==> src/rtl/lcd_pkg.sv <==
// Shared definitions for the LCD command queue.
//   ENTRY_W  : width of one queued entry {kind[1:0], data[15:0]}
//   kind_e   : entry kind encodings KIND_C / KIND_D8 / KIND_D16
//   state_e  : issue FSM encodings IDLE / ISSUE / SETTLE / WAIT
//   entry_t  : packed view of one FIFO entry
package lcd_pkg;

  localparam int ENTRY_W = 18;

  typedef enum logic [1:0] {
    KIND_C   = 2'd0,
    KIND_D8  = 2'd1,
    KIND_D16 = 2'd2
  } kind_e;

  typedef enum logic [1:0] {
    IDLE   = 2'd0,
    ISSUE  = 2'd1,
    SETTLE = 2'd2,
    WAIT   = 2'd3
  } state_e;

  typedef struct packed {
    kind_e       kind;
    logic [15:0] data;
  } entry_t;

endpackage

==> src/rtl/lcd_cmd_queue_if.sv <==
// Bus between the CPU-side LCD register, the queue and the LCD SPI driver.
//   loadC/loadD8/loadD16/in : CPU write strobes and write data
//   out                     : status word read by the CPU
//   lcd_load*/lcd_in        : replayed strobes and data towards the LCD driver
//   lcd_busy                : LCD driver transfer in progress
// master = CPU plus LCD driver environment, slave = the queue.
interface lcd_cmd_queue_if;
  logic        loadC;
  logic        loadD8;
  logic        loadD16;
  logic [15:0] in;
  logic [15:0] out;
  logic        lcd_loadC;
  logic        lcd_loadD8;
  logic        lcd_loadD16;
  logic [15:0] lcd_in;
  logic        lcd_busy;

  modport master (
    output loadC, loadD8, loadD16, in, lcd_busy,
    input  out, lcd_loadC, lcd_loadD8, lcd_loadD16, lcd_in
  );

  modport slave (
    input  loadC, loadD8, loadD16, in, lcd_busy,
    output out, lcd_loadC, lcd_loadD8, lcd_loadD16, lcd_in
  );
endinterface

==> src/rtl/lcd_fifo.sv <==
// Synchronous FIFO, power-of-two depth.
//   clk, rst_n : clock, asynchronous active-low reset
//   push/wdata : write request; ignored when full unless popping in the same cycle
//   pop/rdata  : read request; rdata is the head entry, combinational
//   count      : entries held (0..DEPTH), full, empty
module lcd_fifo #(
  parameter int  WIDTH = 18,
  parameter int  DEPTH = 16,
  localparam int AW    = $clog2(DEPTH)
) (
  input  logic             clk,
  input  logic             rst_n,
  input  logic             push,
  input  logic             pop,
  input  logic [WIDTH-1:0] wdata,
  output logic [WIDTH-1:0] rdata,
  output logic [AW:0]      count,
  output logic             full,
  output logic             empty
);

  logic [WIDTH-1:0] mem [DEPTH];
  logic [AW-1:0]    wptr;
  logic [AW-1:0]    rptr;
  logic             wr_en;
  logic             rd_en;

  assign full  = (count == (AW+1)'(DEPTH));
  assign empty = (count == '0);
  assign rd_en = pop && !empty;
  assign wr_en = push && (!full || rd_en);
  assign rdata = mem[rptr];

  // NOTE: storage has no reset; pointers and count define which entries are valid.
  always_ff @(posedge clk) begin
    if (wr_en) mem[wptr] <= wdata;
  end

  // Pointers are exactly AW bits wide, so they wrap modulo DEPTH on their own.
  always_ff @(posedge clk or negedge rst_n) begin
    if (!rst_n) begin
      wptr  <= '0;
      rptr  <= '0;
      count <= '0;
    end else begin
      if (wr_en) wptr <= wptr + 1'b1;
      if (rd_en) rptr <= rptr + 1'b1;
      case ({wr_en, rd_en})
        2'b10:   count <= count + 1'b1;
        2'b01:   count <= count - 1'b1;
        default: count <= count;
      endcase
    end
  end

endmodule

==> src/rtl/lcd_cmd_queue.sv <==
// Write queue between the memory-mapped LCD register and the LCD SPI driver.
// The CPU writes at full rate; entries are replayed one at a time, each
// waiting for the driver's busy to clear. The CPU polls the status word.
//   clk, rst_n : clock, asynchronous active-low reset
//   bus        : lcd_cmd_queue_if.slave (CPU strobes/data, status, LCD side)
//   drop_count : dropped-write counter, present only with LCD_QUEUE_STATS_EN
// Status word: [15]=busy [14]=full [13]=overflow (sticky) [DEPTH_W:0]=count.
// Optional feature macro: LCD_QUEUE_STATS_EN.
module lcd_cmd_queue
  import lcd_pkg::*;
#(
  parameter int DEPTH   = 16,
  parameter int DEPTH_W = 4
) (
  input  logic              clk,
  input  logic              rst_n,
  lcd_cmd_queue_if.slave    bus
`ifdef LCD_QUEUE_STATS_EN
  ,
  output logic [15:0]       drop_count
`endif
);

  entry_t           wr_entry;
  entry_t           head;
  logic             any_load;
  logic             pop;
  logic             drop;
  logic             full;
  logic             empty;
  logic [DEPTH_W:0] count;
  logic             overflow;
  kind_e            kind_r;
  logic [15:0]      lcd_in_r;
  state_e           state_q;
  state_e           state_d;

  // Write arbitration: simultaneous strobes collapse to one entry, C > D16 > D8.
  assign any_load = bus.loadC || bus.loadD8 || bus.loadD16;

  // NOTE: every always_comb output gets a default first so no latch is inferred.
  always_comb begin
    wr_entry.kind = KIND_D8;
    wr_entry.data = {8'h00, bus.in[7:0]};
    if (bus.loadC) begin
      wr_entry.kind = KIND_C;
    end else if (bus.loadD16) begin
      wr_entry.kind = KIND_D16;
      wr_entry.data = bus.in;
    end
  end

  lcd_fifo #(
    .WIDTH (ENTRY_W),
    .DEPTH (DEPTH)
  ) u_fifo (
    .clk   (clk),
    .rst_n (rst_n),
    .push  (any_load),
    .pop   (pop),
    .wdata (wr_entry),
    .rdata (head),
    .count (count),
    .full  (full),
    .empty (empty)
  );

  // A write into a full queue survives only if the head leaves that cycle.
  assign drop = any_load && full && !pop;

  // NOTE: sequential state uses non-blocking assignments only.
  always_ff @(posedge clk or negedge rst_n) begin
    if (!rst_n) overflow <= 1'b0;
    else if (drop) overflow <= 1'b1;
  end

`ifdef LCD_QUEUE_STATS_EN
  always_ff @(posedge clk or negedge rst_n) begin
    if (!rst_n) drop_count <= '0;
    else if (drop && (drop_count != 16'hFFFF)) drop_count <= drop_count + 16'd1;
  end
`endif

  // Issue FSM: state register.
  always_ff @(posedge clk or negedge rst_n) begin
    if (!rst_n) state_q <= IDLE;
    else        state_q <= state_d;
  end

  // Issue FSM: next state. SETTLE gives the driver one cycle to raise busy,
  // so busy still high from a previous transfer is never seen in IDLE.
  always_comb begin
    state_d = state_q;
    case (state_q)
      IDLE:    if (!empty) state_d = ISSUE;
      ISSUE:   state_d = SETTLE;
      SETTLE:  state_d = WAIT;
      WAIT:    if (!bus.lcd_busy) state_d = IDLE;
      default: state_d = IDLE;
    endcase
  end

  // Issue FSM: outputs. Strobes decode straight from state so reset kills them at once.
  always_comb begin
    pop             = (state_q == IDLE) && !empty;
    bus.lcd_loadC   = (state_q == ISSUE) && (kind_r == KIND_C);
    bus.lcd_loadD8  = (state_q == ISSUE) && (kind_r == KIND_D8);
    bus.lcd_loadD16 = (state_q == ISSUE) && (kind_r == KIND_D16);
  end

  // Popped entry is held here so lcd_in stays stable for the whole transfer.
  always_ff @(posedge clk or negedge rst_n) begin
    if (!rst_n) begin
      kind_r   <= KIND_C;
      lcd_in_r <= '0;
    end else if (pop) begin
      kind_r   <= head.kind;
      lcd_in_r <= head.data;
    end
  end

  assign bus.lcd_in = lcd_in_r;

  always_comb begin
    bus.out            = '0;
    bus.out[15]        = (count != '0) || (state_q != IDLE);
    bus.out[14]        = full;
    bus.out[13]        = overflow;
    bus.out[DEPTH_W:0] = count;
  end

endmodule

==> src/flat_wrapper.sv <==
// flat-port wrapper written by rule: the top's interface ports become plain ports
module lcd_cmd_queue_flat import lcd_pkg::*;
#(
  parameter int DEPTH   = 16,
  parameter int DEPTH_W = 4
)
  (clk, rst_n, bus_loadC, bus_loadD8, bus_loadD16, bus_in, bus_lcd_busy, bus_out, bus_lcd_loadC, bus_lcd_loadD8, bus_lcd_loadD16, bus_lcd_in);
  lcd_cmd_queue_if bus_i ();
  input  logic clk;
  input  logic rst_n;
  input wire logic [$bits(bus_i.loadC)-1:0] bus_loadC;
  input wire logic [$bits(bus_i.loadD8)-1:0] bus_loadD8;
  input wire logic [$bits(bus_i.loadD16)-1:0] bus_loadD16;
  input wire logic [$bits(bus_i.in)-1:0] bus_in;
  input wire logic [$bits(bus_i.lcd_busy)-1:0] bus_lcd_busy;
  output wire logic [$bits(bus_i.out)-1:0] bus_out;
  output wire logic [$bits(bus_i.lcd_loadC)-1:0] bus_lcd_loadC;
  output wire logic [$bits(bus_i.lcd_loadD8)-1:0] bus_lcd_loadD8;
  output wire logic [$bits(bus_i.lcd_loadD16)-1:0] bus_lcd_loadD16;
  output wire logic [$bits(bus_i.lcd_in)-1:0] bus_lcd_in;
  assign bus_i.loadC = bus_loadC;
  assign bus_i.loadD8 = bus_loadD8;
  assign bus_i.loadD16 = bus_loadD16;
  assign bus_i.in = bus_in;
  assign bus_i.lcd_busy = bus_lcd_busy;
  assign bus_out = bus_i.out;
  assign bus_lcd_loadC = bus_i.lcd_loadC;
  assign bus_lcd_loadD8 = bus_i.lcd_loadD8;
  assign bus_lcd_loadD16 = bus_i.lcd_loadD16;
  assign bus_lcd_in = bus_i.lcd_in;
  lcd_cmd_queue #(.DEPTH(DEPTH), .DEPTH_W(DEPTH_W)) u_core (.clk(clk), .rst_n(rst_n), .bus(bus_i));
endmodule
==> config.mk <==
export PLATFORM = sky130hd
export DESIGN_NAME = lcd_cmd_queue_flat
export DESIGN_NICKNAME = d
export VERILOG_FILES = /design/src/rtl/lcd_pkg.sv /design/src/rtl/lcd_cmd_queue_if.sv /design/src/rtl/lcd_fifo.sv /design/src/rtl/lcd_cmd_queue.sv /design/src/flat_wrapper.sv
export SDC_FILE = /design/constraint.sdc
export NUM_CORES = 1
export LEC_CHECK = 0
export CORE_MARGIN = 2
export CORE_UTILIZATION = 54
export DETAILED_ROUTE_END_ITERATION = 7
export GPL_ROUTABILITY_DRIVEN = 0
export PLACE_DENSITY = 0.75
export REMOVE_ABC_BUFFERS = 1
export SYNTH_ARGS = -nofsm -noshare
export SYNTH_HDL_FRONTEND = slang
export SYNTH_SLANG_ARGS = --single-unit
export TNS_END_PERCENT = 50
==> constraint.sdc <==
create_clock -name clk -period 2.79 [get_ports clk]
set_input_delay 0.6975 -clock clk [delete_from_list [all_inputs] [get_ports clk]]
set_output_delay 0.6975 -clock clk [all_outputs]
set_load 0.05 [all_outputs]
Yosys cells after proc, flatten, opt, wreduce, memory -nomap -nowiden
Memories as Yosys holds them, arrays and structs flattened. A register that Yosys moved wholly into a read port is not among the register bits.
Index checks and enable logic that the tools add are counted.
{ "totals": {"n_memories": 1, "input_bits": 22, "output_inout_bits": 35, "wordCells": 52, "ramBits": 288, "ff_bits": 16} }
{ "classes": {"mux": 9, "n_eq_ne": 10, "n_reduce_logical": 23, "n_addsub": 4} }
{ "memory_table": {"columns": ["name", "depth", "width", "read_ports", "rd_clocked_by_memory_dff", "wr", "line", "rtl"], "rows": [
  ["u_core.u_fifo.mem", 16, 18, 1, 1, 1, "lcd_fifo.sv:22", "logic [WIDTH-1:0] mem [DEPTH];"]
]} }
{ "op_table": {"columns": ["operator", "n"], "rows": [
  ["two-way mux 18 bit", 1],
  ["two-way mux 16 bit", 1],
  ["one-hot mux 5 bit (2 select lines)", 1],
  ["adder 4 x 1 -> 4 bit (second input constant)", 2],
  ["== test 2 bit (second input constant)", 4],
  ["logical AND 1 bit", 8],
  ["one-hot mux 2 bit (4 select lines)", 1],
  ["== test 2 x 1 -> 1 bit (second input constant)", 3],
  ["two-way mux 2 bit", 3],
  ["adder 5 x 1 -> 5 bit (second input constant)", 1],
  ["== test 5 bit (second input constant)", 1],
  ["logical NOT 5 bit", 1],
  ["nonzero test 5 bit", 1],
  ["subtractor 5 x 1 -> 5 bit (second input constant)", 1],
  ["logical NOT 1 bit", 4],
  ["logical NOT 2 bit", 2],
  ["logical OR 1 bit", 4],
  ["inequality test 2 bit (second input constant)", 2],
  ["nonzero test 2 bit", 2],
  ["two-way mux 1 bit", 2],
  ["AND reduction 2 bit", 1]
]} }

Longest topological paths before layout
{ "depth": {"depth_word": 8, "depth_mapped": 11, "ltp_nobuf": 11} }

Modules after synthesis
A second synthesis with hierarchy kept.
{ "unflattened": {"hier_cells": 636, "area_unflattened_um2": 12848.6} }
{ "by_module_without_submodules": {"columns": ["module", "seq_area_each_um2", "instances", "cells_per_inst", "area_each_um2"], "rows": [
  ["lcd_fifo", 8973.6, 1, 554, 11740.0],
  ["lcd_cmd_queue", 525.5, 1, 82, 1108.6]
]} }

Least setup slack after synthesis
OpenSTA, ideal clock, no wires.
{ "synth_path": {"path_kind": "flip-flop to flip-flop", "from": "register u_core.u_fifo.count[0]", "to": "memory u_core.u_fifo.mem[0][0] (enable)", "path_stages_with_launch": 6, "arrival_ns": 2.785, "synth_period_minus_slack_ns": 3.201, "setup_time_ns": 0.416, "path_slack_ns": -0.411, "required_time_ns": 2.374, "n_path_buf": 0, "cell_sequence": "dfrtp_1 -> or4_4 -> nor3b_1 -> nor2_1 -> nand2_1 -> nor3_1"} }
{ "synth_via": {"elab_chain_cells": 8, "elab_cells_between_ends": 10, "cone_classes": "eq/ne (1); mux (2); reduce/logical (7)"} }
{ "synth_rtl": {"columns": ["item", "line", "rtl"], "rows": [
  ["from (decl)", "lcd_fifo.sv:17", "output logic [AW:0] count,"],
  ["from (signal assigned)", "lcd_fifo.sv:49", "2'b10: count <= count + 1'b1;"],
  ["from (signal assigned)", "lcd_fifo.sv:50", "2'b01: count <= count - 1'b1;"],
  ["from (signal assigned)", "lcd_fifo.sv:51", "default: count <= count;"],
  ["logical NOT 5 bit", "lcd_fifo.sv:29", "assign empty = (count == '0);"],
  ["logical NOT 1 bit", null, null],
  ["logical AND 1 bit", "lcd_cmd_queue.sv:105", "pop = (state_q == IDLE) && !empty;"],
  ["logical AND 1 bit", "lcd_fifo.sv:30", "assign rd_en = pop && !empty;"],
  ["logical OR 1 bit *", "lcd_fifo.sv:31", "assign wr_en = push && (!full || rd_en);"],
  ["logical AND 1 bit *", "lcd_fifo.sv:31", null],
  ["two-way mux 1 bit *", "lcd_fifo.sv:36", "if (wr_en) mem[wptr] <= wdata;"],
  ["two-way mux 1 bit (not written as such) *", "lcd_fifo.sv:36", null],
  ["to (decl)", "lcd_fifo.sv:22", null]
]} }
Every way passes the cells marked *; elsewhere a longest branch is shown, timed or not.

Worst setup path in the final report
{ "layout_path": {"from": "register u_core.u_fifo.count[1]", "to": "output port bus_out[15]"} }
{ "layout_via": {"elab_chain_cells": 2} }
{ "layout_rtl": {"columns": ["item", "line", "rtl"], "rows": [
  ["nonzero test 5 bit", "lcd_cmd_queue.sv:126", "bus.out[15] = (count != '0) || (state_q != IDLE);"],
  ["logical OR 1 bit", "lcd_cmd_queue.sv:126", null],
  ["to (decl)", "flat_wrapper.sv:16", "output wire logic [$bits(bus_i.out)-1:0] bus_out;"]
]} }
Every way passes these cells.

==> reports/results.txt <==
Power Internal: 0.0111 W
top area cells in the synthesized netlist: edfxtp_1, mux4_2, dfrtp_1
Sink Count: 322
fmax: 371 MHz
vias in the first global route: 6,478
Avg Inst Size Synth: 20.6 um2
CTS H-tree depth: 1
post-synth top area cell: edfxtp_1
Die X: 157 um
first-pass GRT wire length: 39,300 um
Synth Flop Type: edfxtp_1
Tmin final: 2.69 ns
drt first pass iters: 5
IO Pins: 57
power per cell area: 1090 nW/um2
Max VDD drop: 550 uV
Post-Place Cells: 997
Worst Setup Start Kind: flip-flop
min-delay worst type: primary input to asynchronous set/reset pin
switching power: 0.00531 W
CTS tree: yes
standard-cell rows: 56
Iter 0 DRT Violations: 477
maximum fanout along the worst path: 5
Synth top cells by count: edfxtp_1, mux4_2, mux2i_1
clk_skew: 0.0155 ns
logic gate share of total power: 0.331
Crit Path Category: flip-flop to output port
Post-DRT Antenna Nets: 0
kind of end point of the critical path: output port
simple-gate share of the synthesized area: 0.0322
Routed Wire Length: 25,600 um
final setup violation count: 0
Core ar.: 23,300 um2
largest net degree at the start of global routing: 48
main combinational cell family by area after synthesis: multiplexers
max cap viols: 0
dpl ws: -0.0356 ns
Post-Syn Instances: 618
Port-buffer cells: 48
Design Power: 0.0164 W
final cell count without fillers: 1,055
grt total ovfl: 0
DR WL met3: 1400 um
RSZ-0062 raised after global routing: false
mux share of post-synthesis cell area: 0.161
Max-Slew Margin vs Limit: 0.516
die area: 24,800 um2
Post-synth EDFFs: 288
Root Buffer: clkbuf_16
WP data required: 2.09 ns
Fillers: 1,517
CTS Buf Count: 31
YS warnings: 0
sequential fraction of the synthesis area: 0.747
reg2reg start: u_core.u_fifo.count[1]$_DFFE_PN0P_
sequential fraction of design power: 0.421
Leak: 5.14 nW
DR WL/cell: 24.2 um
Reg2Reg Depth: 10
FF+latch count, synth: 322
top sig layer: met4
vias: 6,154
antenna violations before repair: 0
Die H: 157 um
post-synth top area share: 0.680
metal2 WL: 13,500 um
Compound-Gate Fraction of Synth Area: 0.0198
clock buffer depth: 3
DPL Wire Length: 15,900 um
post-synthesis adder-cell area fraction: 0.0144
Final Hold Viols: 0
Reg clk slew, reported paths: 0.06 ns
synth unique cells: 42
Cell Area, Synth: 12,700 um2
Skew-Pair Late Insertion Delay: 0.56 ns
Vias/cell: 5.83
Synth async-reset ratio: 0.106
Worst Max-Slew Pin Slew: 0.726 ns
Final period util: 0.965
Layout area overhead: 18.0%
met1 wire length: 9930 um
status: finished clean
drt drc: 0
Final Slew Violations: 0
CP Launch Point: u_core.u_fifo.count[1]$_DFFE_PN0P_
switching part of the total: 0.324
Hold Slack: 0.198 ns
Final Worst Setup Slack: 0.0973 ns
# diodes: 0
CP arrival: 2.00 ns
GRT Resource Usage Total: 0.217
fraction of layout cells with a size suffix above 1: 0.274
Initial Util: 0.545
nets: 747
hold buffer count at CTS: 0
clock group share of total power: 0.248
most frequent cell after synthesis: edfxtp_1
Synth Area in XOR/XNOR: 0.00620
[per-layer routing]
| metal | track usage | up-vias |
|---|---|---|
| li1 | - | 2680 |
| met1 | 0.282 | 3247 |
| met2 | 0.382 | 182 |
| met3 | 0.0374 | 45 |
| met4 | 0.0597 | 0 |
| met5 | 0 | - |
[path summary, 6_finish.rpt]
check / slack [ns] / to
worst max-delay path: 0.1 / bus_out[15]
worst min-delay path: 0.20 / u_core.bus.lcd_in[14]$_DFFE_PN0P_
worst max register to register: 0.19 / u_core.u_fifo.count[4]$_DFFE_PN0P_
worst min register to register: 0.49 / u_core.bus.lcd_in[7]$_DFFE_PN0P_
max in group asynchronous: 1.92 / u_core.bus.lcd_in[10]$_DFFE_PN0P_
min in group clk: 0.49 / u_core.bus.lcd_in[7]$_DFFE_PN0P_
[cells by family after synthesis]
| logic type | count (synthesis) |
|---|---|
| other | 1 |
| buffers and inverters | 45 |
| and+or+nand+nor | 83 |
| adders and majority gates | 14 |
| AOI/OAI and AO/OA | 30 |
| DFF | 322 |
| xor gates and xnor gates | 9 |
| muxes | 114 |
[what timing repair did]
| action | CTS | global route |
|---|---|---|
| setup buffers | 0 | 0 |
| endpoints found under the setup margin | 2 | 1 |
| pin swaps | 0 | 0 |
| gates resized for setup | 2 | 2 |
[placed cells by master, fill, tap and decap left out, types with 3 or more instances in the layout]
master / Yosys / final
mux4_2: 72 / 72
clkbuf_16: 0 / 31
edfxtp_1: 288 / 288
buf_12: 0 / 18
clkbuf_1: 6 / 9
o221ai_1: 17 / 17
clkinv_2: 0 / 8
xnor2_1: 9 / 9
nand2_1: 30 / 30
nor2_2: 0 / 13
nand2b_1: 4 / 4
and2_1: 9 / 9
clkdlybuf4s50_1: 0 / 42
buf_4: 16 / 28
mux2i_1: 38 / 38
ha_1: 13 / 13
bufinv_16: 0 / 3
dfrtp_1: 34 / 30
inv_1: 6 / 6
nor3_2: 0 / 4
conb_1: 1 / 8
nor2_1: 19 / 6
[flip-flops by register name (all words and copies together) (netlist names)]
name                 count
u_core.bus.lcd_in       16
u_core.kind_r            2
u_core.overflow          1
u_core.state_q           2
u_core.u_fifo.count      5
u_core.u_fifo.mem      288
u_core.u_fifo.rptr       4
u_core.u_fifo.wptr       4
[through the flow]
stage | instance area [um2] | setup TNS, ns | utilization
floorplan | 12500 | -37.77 | -
global placement | 14000 | 0 | 0.601
detailed placement | 14000 | -0.0356 | 0.601
CTS | 15000 | 0 | 0.643
global route | 15000 | 0 | 0.643
finish | 15000 | 0 | 0.643
[worst max-delay path: stages, from the launching register on]
cell     delay [ns]
dfrtp_1        0.43
or4_4          0.60
nor2_2         0.12
nand2_1        0.08
buf_4          0.21
[area by class of cell]
cell class                 count  area, um2  share of cell area
inverter                       7       26.3             0.00175
clock buffer                  41        823              0.0549
clock inverter                17        173              0.0115
timing repair buffer          91       1010              0.0675
sequential                   322       9510               0.634
multi-input combinational    258       3070               0.204
tap                          319        399              0.0266
[power groups by stage]
stage / clock [W] / combinational (W) / sequential (W)
after CTS: 0.00413 / 0.00551 / 0.00691
after global placement: 0 / 0.00538 / 0.00692
after global routing: 0.00432 / 0.00581 / 0.00700
after floorplan: 0 / 0.00286 / 0.00763
final: 0.00407 / 0.00543 / 0.00690
after detailed placement: 0 / 0.00549 / 0.00699
Power figures use the tool's default switching activity.
